==> config.mk <==
export PLATFORM = sky130hd
export DESIGN_NAME = freq_switch_debounce
export DESIGN_NICKNAME = d
export VERILOG_FILES = /design/src/rtl/freq_switch_debounce.sv
export SDC_FILE = /design/constraint.sdc
export NUM_CORES = 1
export LEC_CHECK = 0
export ABC_AREA = 1
export CORE_MARGIN = 2
export CORE_UTILIZATION = 55
export CTS_BUF_LIST = sky130_fd_sc_hd__clkbuf_8
export DETAILED_ROUTE_END_ITERATION = 12
export GPL_ROUTABILITY_DRIVEN = 0
export PLACE_DENSITY_LB_ADDON = 0.2
export SYNTH_ARGS = -nofsm -noshare
export SYNTH_HDL_FRONTEND = slang
export SYNTH_SLANG_ARGS = --single-unit
==> constraint.sdc <==
create_clock -name i_clock50 -period 2.6 [get_ports i_clock50]
set_input_delay 0.52 -clock i_clock50 [delete_from_list [all_inputs] [get_ports i_clock50]]
set_output_delay 0.52 -clock i_clock50 [all_outputs]
set_load 0.1 [all_outputs]
==> src/rtl/freq_switch_debounce.sv <==
// Push-button conditioner: synchronizer, debounce FSM, registered press/release strobes.
// Optional auto-repeat of the press strobe while held is enabled by defining DEBOUNCE_AUTOREPEAT_EN.
module freq_switch_debounce #(
    parameter int DEBOUNCE_CYCLES = 1000000,
    parameter int SYNC_STAGES     = 2,
    parameter int ACTIVE_LOW      = 1,
    parameter int REPEAT_CYCLES   = 12500000
) (
    input  logic i_clock50,
    input  logic i_reset,
    input  logic i_button,
    output logic o_level,
    output logic o_pulse,
    output logic o_release
);

`ifdef DEBOUNCE_AUTOREPEAT_EN
    localparam int CNT_MAX = (DEBOUNCE_CYCLES > REPEAT_CYCLES) ? DEBOUNCE_CYCLES : REPEAT_CYCLES;
`else
    localparam int CNT_MAX = DEBOUNCE_CYCLES;
`endif
    localparam int CNT_W = $clog2(CNT_MAX + 1);

    localparam logic [CNT_W-1:0] CNT_ZERO = CNT_W'(0);
    localparam logic [CNT_W-1:0] CNT_ONE  = CNT_W'(1);
    localparam logic [CNT_W-1:0] DEB_LAST = CNT_W'(DEBOUNCE_CYCLES - 1);
`ifdef DEBOUNCE_AUTOREPEAT_EN
    localparam logic [CNT_W-1:0] REP_LAST = CNT_W'(REPEAT_CYCLES - 1);
`endif

    // Idle pin level, so the synchronizer never shows a press straight out of reset.
    localparam logic RELEASED_PIN = (ACTIVE_LOW != 0) ? 1'b1 : 1'b0;

    localparam logic [1:0] ST_RELEASED     = 2'd0;
    localparam logic [1:0] ST_WAIT_PRESS   = 2'd1;
    localparam logic [1:0] ST_PRESSED      = 2'd2;
    localparam logic [1:0] ST_WAIT_RELEASE = 2'd3;

    logic [SYNC_STAGES-1:0] sync_r;
    logic                   btn_s;
    logic [1:0]             state_r;
    logic [1:0]             state_nxt_s;
    logic [CNT_W-1:0]       cnt_r;
    logic [CNT_W-1:0]       cnt_nxt_s;
    logic                   rep_hit_s;
    logic                   rep_hit_r;
    logic                   level_s;

    // Input synchronizer chain.
    always_ff @(posedge i_clock50) begin
        if (i_reset) begin
            sync_r <= {SYNC_STAGES{RELEASED_PIN}};
        end else begin
            sync_r <= {sync_r[SYNC_STAGES-2:0], i_button};
        end
    end

    assign btn_s   = (ACTIVE_LOW != 0) ? ~sync_r[SYNC_STAGES-1] : sync_r[SYNC_STAGES-1];
    assign level_s = (state_r == ST_PRESSED) || (state_r == ST_WAIT_RELEASE);

    // Debounce next-state and counter logic.
    always_comb begin
        state_nxt_s = state_r;
        cnt_nxt_s   = cnt_r;
        rep_hit_s   = 1'b0;
        case (state_r)
            ST_RELEASED: begin
                if (btn_s) begin
                    state_nxt_s = ST_WAIT_PRESS;
                    cnt_nxt_s   = CNT_ONE;
                end else begin
                    cnt_nxt_s   = CNT_ZERO;
                end
            end
            ST_WAIT_PRESS: begin
                if (!btn_s) begin
                    state_nxt_s = ST_RELEASED;
                    cnt_nxt_s   = CNT_ZERO;
                end else if (cnt_r == DEB_LAST) begin
                    state_nxt_s = ST_PRESSED;
                    cnt_nxt_s   = CNT_ZERO;
                end else begin
                    cnt_nxt_s   = cnt_r + CNT_ONE;
                end
            end
            ST_PRESSED: begin
                if (!btn_s) begin
                    state_nxt_s = ST_WAIT_RELEASE;
                    cnt_nxt_s   = CNT_ONE;
                end else begin
`ifdef DEBOUNCE_AUTOREPEAT_EN
                    if (cnt_r == REP_LAST) begin
                        cnt_nxt_s = CNT_ZERO;
                        rep_hit_s = 1'b1;
                    end else begin
                        cnt_nxt_s = cnt_r + CNT_ONE;
                    end
`else
                    cnt_nxt_s = CNT_ZERO;
`endif
                end
            end
            ST_WAIT_RELEASE: begin
                if (btn_s) begin
                    state_nxt_s = ST_PRESSED;
                    cnt_nxt_s   = CNT_ZERO;
                end else if (cnt_r == DEB_LAST) begin
                    state_nxt_s = ST_RELEASED;
                    cnt_nxt_s   = CNT_ZERO;
                end else begin
                    cnt_nxt_s   = cnt_r + CNT_ONE;
                end
            end
            default: begin
                state_nxt_s = ST_RELEASED;
                cnt_nxt_s   = CNT_ZERO;
            end
        endcase
    end

    // State, counter and repeat-event registers.
    always_ff @(posedge i_clock50) begin
        if (i_reset) begin
            state_r   <= ST_RELEASED;
            cnt_r     <= CNT_ZERO;
            rep_hit_r <= 1'b0;
        end else begin
            state_r   <= state_nxt_s;
            cnt_r     <= cnt_nxt_s;
            rep_hit_r <= rep_hit_s;
        end
    end

    // Strobes come from level edges, so a reset that drops o_level never produces a release.
    always_ff @(posedge i_clock50) begin
        if (i_reset) begin
            o_level   <= 1'b0;
            o_pulse   <= 1'b0;
            o_release <= 1'b0;
        end else begin
            o_level   <= level_s;
            o_pulse   <= (level_s & ~o_level) | rep_hit_r;
            o_release <= ~level_s & o_level;
        end
    end

endmodule

Word level (Yosys, flattened, before mapping)
Cells that the tools add are included.
W data, S select, Z words.
{"block": "totals", "ramBits": 0, "latchBits": 0, "register_bits": 27, "romBits": 0, "memories": 0}
{"block": "classes", "n_div": 0, "mux": 13, "bitwise_logic": 4, "eq_ne": 8, "multipliers": 0, "n_reduce_logical": 3, "shifts": 0, "n_addsub": 1, "magnitude_cmp": 0}
{"cell": "$pmux W20 S4", "n": 1}
{"cell": "$mux W20", "n": 3}
{"cell": "$add A20 B1 Y20 const B", "n": 1}
{"cell": "$eq A20 B20 Y1 const B", "n": 1}
{"cell": "$mux W2", "n": 6}
{"cell": "$pmux W2 S4", "n": 1}
{"cell": "$eq A2 B2 Y1 const B", "n": 2}
{"cell": "$ne A2 B2 Y1 const B", "n": 2}
{"cell": "$reduce_and A4 Y1", "n": 1}
{"cell": "$ne A3 B2 Y1 const B", "n": 1}
{"cell": "$ne A3 B3 Y1 const B", "n": 1}
{"cell": "$and A1 B1 Y1", "n": 2}
{"cell": "$eq A2 B1 Y1 const B", "n": 1}
{"cell": "$logic_not A2 Y1", "n": 1}
{"cell": "$mux W1", "n": 2}
{"cell": "$not A1 Y1", "n": 2}
{"cell": "$logic_or A1 B1 Y1", "n": 1}

Longest topological paths before layout
{"block": "depth", "word_depth": 4, "ltp_mapped": 8, "ltp_nobuf": 8}

Worst setup path after synthesis
Ideal clock, no wire load.
{"block": "synth_path", "path_type": "reg2reg", "start": "reg cnt_r[0]", "end": "reg cnt_r[19]", "stages_incl_launch_ff": 8, "setup_slack_ns": 1.074, "t_arrival_ns": 1.415, "path_buffers": 1, "synth_period_minus_slack_ns": 1.526, "path_cell_list": "dfxtp_1 ha_1 inv_1 nor2_4 nand3_2 o21ai_4 buf_12 nor2_4"}
{"block": "synth_via", "elab_chain_cells": 4, "elab_cells_between_ends": 6, "classes_between": "add/sub (1); eq/ne (1); mux (4)"}
{"element": "start: declaration", "line_no": "43", "text": "logic [CNT_W-1:0] cnt_r;"}
{"element": "start signal: assignment", "line_no": "129", "text": "cnt_r <= cnt_nxt_s;"}
{"element": "$add A20 B1 Y20 or $eq A20 B20 Y1 (tied branches)"}
{"element": "$mux W20 (*)", "line_no": "79, 107"}
{"element": "$mux W20 (on tied branches)", "line_no": "104, 76"}
{"element": "$pmux W20 S4 (*)", "line_no": "66", "text": "case (state_r)"}
Every way passes the cells marked *; elsewhere a longest branch is shown, timed or not.
A chain may end at the register's enable or synchronous reset.

Worst setup path in the final report
{"block": "layout_path", "start": "reg cnt_r[0]", "end": "reg cnt_r[11]"}
Same word-level chain as after synthesis.

==> results_dict.tcl <==
set metrics [dict create \
    status "completed" \
    synthCells 181 \
    avgSynthCellArea_um2 7.20 \
    synthAdderAreaFrac 0.00960 \
    drv_cap 0 \
    hold_path.startpoint "sync_r[0]$_SDFF_PP1_" \
    holdWs_ps 416 \
    p_total_w 0.000664 \
    reg2reg_slack_ps 720 \
    cts-htree-levels 1 \
    rsz0062_at_grt "false" \
    start_util 0.584 \
    rr_worst_depth 6 \
    min_to "sync_r[1]$_SDFF_PP1_" \
    drtIter0Drc 37 \
    cts_buffers 3 \
    core_area_um2 2230 \
    nNetsFinal 194 \
    synthSimpleGateAreaFrac 0.399 \
    cts_setup_buffers 0 \
    skew_ps 2.87 \
    report.final.hold_viol_count 0 \
    muxShareOfSynthArea 0 \
    layout-drive-gt1-share 0.132 \
    hp-class "reg -> reg" \
    path_clk_slew_ps 90 \
    ys_seq_area_frac 0.415 \
    crit_arrival_ps 2020 \
    die_w_um 52.7 \
    syn_area_um2 1300 \
    grt_pass1_wl_mm 3.90 \
    grt_use_total 0.192 \
    relSlewSlack 0.552 \
    postCtsResizedCells 0 \
    irDropWorstVdd_mv 0.391 \
    drcViolationCount 0 \
    fin_tns_setup_ps 0 \
    wl_per_cell_um 10.4 \
    syn_nets 185 \
    endpoint_kind "flop" \
    ys_types 17 \
    reg2reg_from "cnt_r[0]$_SDFF_PP0_" \
    r2r-end "cnt_r[11]$_SDFF_PP0_" \
    hpwl_mm 1.74 \
    ctsHoldBuffers 0 \
    grt_overflow 0 \
    synth_top_family_by_area "simple AND/OR/NAND/NOR gates" \
    ys.warnings.count 0 \
    period_minus_slack_ps 1880 \
    wirelength_mm 2.26 \
    ioPinCount 6 \
    antenna_left 0 \
    worstSetupStartpointType "flop" \
    portBuffers 5 \
    vias_per_cell 4.86 \
    synth_xor_area_frac 0.0940 \
    grt_pass1_vias 929 \
    final.period_utilization 0.722 \
    insertedDiodeCount 0 \
    first_pass_iters 4 \
    synth_compound_area_frac 0.0125 \
    die-area_um2 2780 \
    clkSinkCount 27 \
    p_per_area_nw_per_um2 471 \
    fin_util 0.631 \
    worst_pin_slew_ps 669 \
    synth_seq_cells 27 \
    tritoncts "yes" \
    p_leak_nw 0.476 \
    grt_max_degree 20 \
    cts_root_buffer "clkbuf_8" \
    n_fill_cell 206 \
    crit_type "reg -> reg" \
    cp.required_ps 2740 \
    row_count 17 \
    antenna_found_initial 0 \
    holdPathStages 1 \
    clockBufferDepth 2 \
    fp.dieH_um 52.7 \
    setup_viol 0 \
    area_delta_synth_final_pct 8.16 \
    timing.fmax_ghz 0.533 \
    clock_latency_ps 270 \
    vias 1055 \
    drv_slew 0 \
    critPathMaxFanout 19 \
]
## worst max path at each step
stage,start,endpoint,slack [ps],depth (start not counted)
floorplan,cnt_r[0]$_SDFF_PP0_,cnt_r[19]$_SDFF_PP0_,1070,7
global placement,i_reset,cnt_r[9]$_SDFF_PP0_,750,6
detailed placement,i_reset,cnt_r[17]$_SDFF_PP0_,700,6
CTS,cnt_r[0]$_SDFF_PP0_,cnt_r[17]$_SDFF_PP0_,700,6
global route,cnt_r[0]$_SDFF_PP0_,cnt_r[17]$_SDFF_PP0_,550,6
finish,cnt_r[0]$_SDFF_PP0_,cnt_r[11]$_SDFF_PP0_,720,6
## worst max-delay path: stages, from the launching register on
cell and delay (ps):
dfxtp_1 440, ha_1 290, inv_1 100, nor2_4 140, nand3_2 110, o21ai_4 550, nor2_1 110
## cells in the mapped netlist, drive strengths merged
cell / number / share of area
nor2: 50 / 0.17
nand2: 49 / 0.14
dfxtp: 27 / 0.41
inv: 19 / 0.055
nand3: 13 / 0.054
xor2: 10 / 0.067
xnor2: 4 / 0.027
or2: 3 / 0.014
nand4: 2 / 0.0096
buf: 1 / 0.015
ha: 1 / 0.0096
nor3: 1 / 0.0038
o21ai: 1 / 0.012
## routing by layer
layer / routed length (um) / global-route usage / share of wire
met5: 0 / 0 / 0
met4: 57 / 0.0897 / 0.025
met3: 45 / 0.0371 / 0.020
met2: 964 / 0.283 / 0.43
met1: 1200 / 0.266 / 0.53
## area by class of cell
class	instances	area, um2	area share
multi-input cells	134	672	0.476
flip-flops and latches	27	541	0.383
inverters	19	71.3	0.0506
repair buffers	5	42.5	0.0302
clock buffers	3	41.3	0.0293
well taps	28	35.0	0.0248
clock inverters	1	7.51	0.00532
## power breakdown
group	internal, W	switching (W)	total, W
logic	0.00000453	0.00000369	0.00000823
registers	0.000415	0.00000165	0.000417
clock network	0.000109	0.000130	0.000239
total	0.000529	0.000136	0.000664
## state kept, by name, summed over array words and instances (netlist names), named ones only
| register | flops |
|---|---|
| cnt_r | 20 |
| o_level | 1 |
| o_pulse | 1 |
| o_release | 1 |
| state_r | 1 |
| sync_r | 2 |
## metrics by stage
stage,worst slack [ps],cell area (um2),std cells
global route,550,1410,217
floorplan,1070,1300,181
global placement,746,1360,213
finish,722,1410,217
detailed placement,697,1360,213
CTS,697,1410,217
## layout by cell type, fill, tap and decap left out, drive strengths merged
master / count
xor2: 10
nand2: 49
clkinvlp: 1
nand4: 2
o21ai: 1
inv: 19
ha: 1
clkdlybuf4s50: 2
or2: 3
clkbuf: 3
buf: 3
nand3: 13
dfxtp: 27
nor2: 50
xnor2: 4
nor3: 1
## cell families after synthesis
family / count (synthesis)
AO/OA/AOI/OAI: 1
XOR/XNOR: 14
adder cells (fa/ha/maj): 1
buffers and inverters: 20
flip-flops: 27
AND/OR/NAND/NOR: 118
Power figures use the tool's default switching activity.
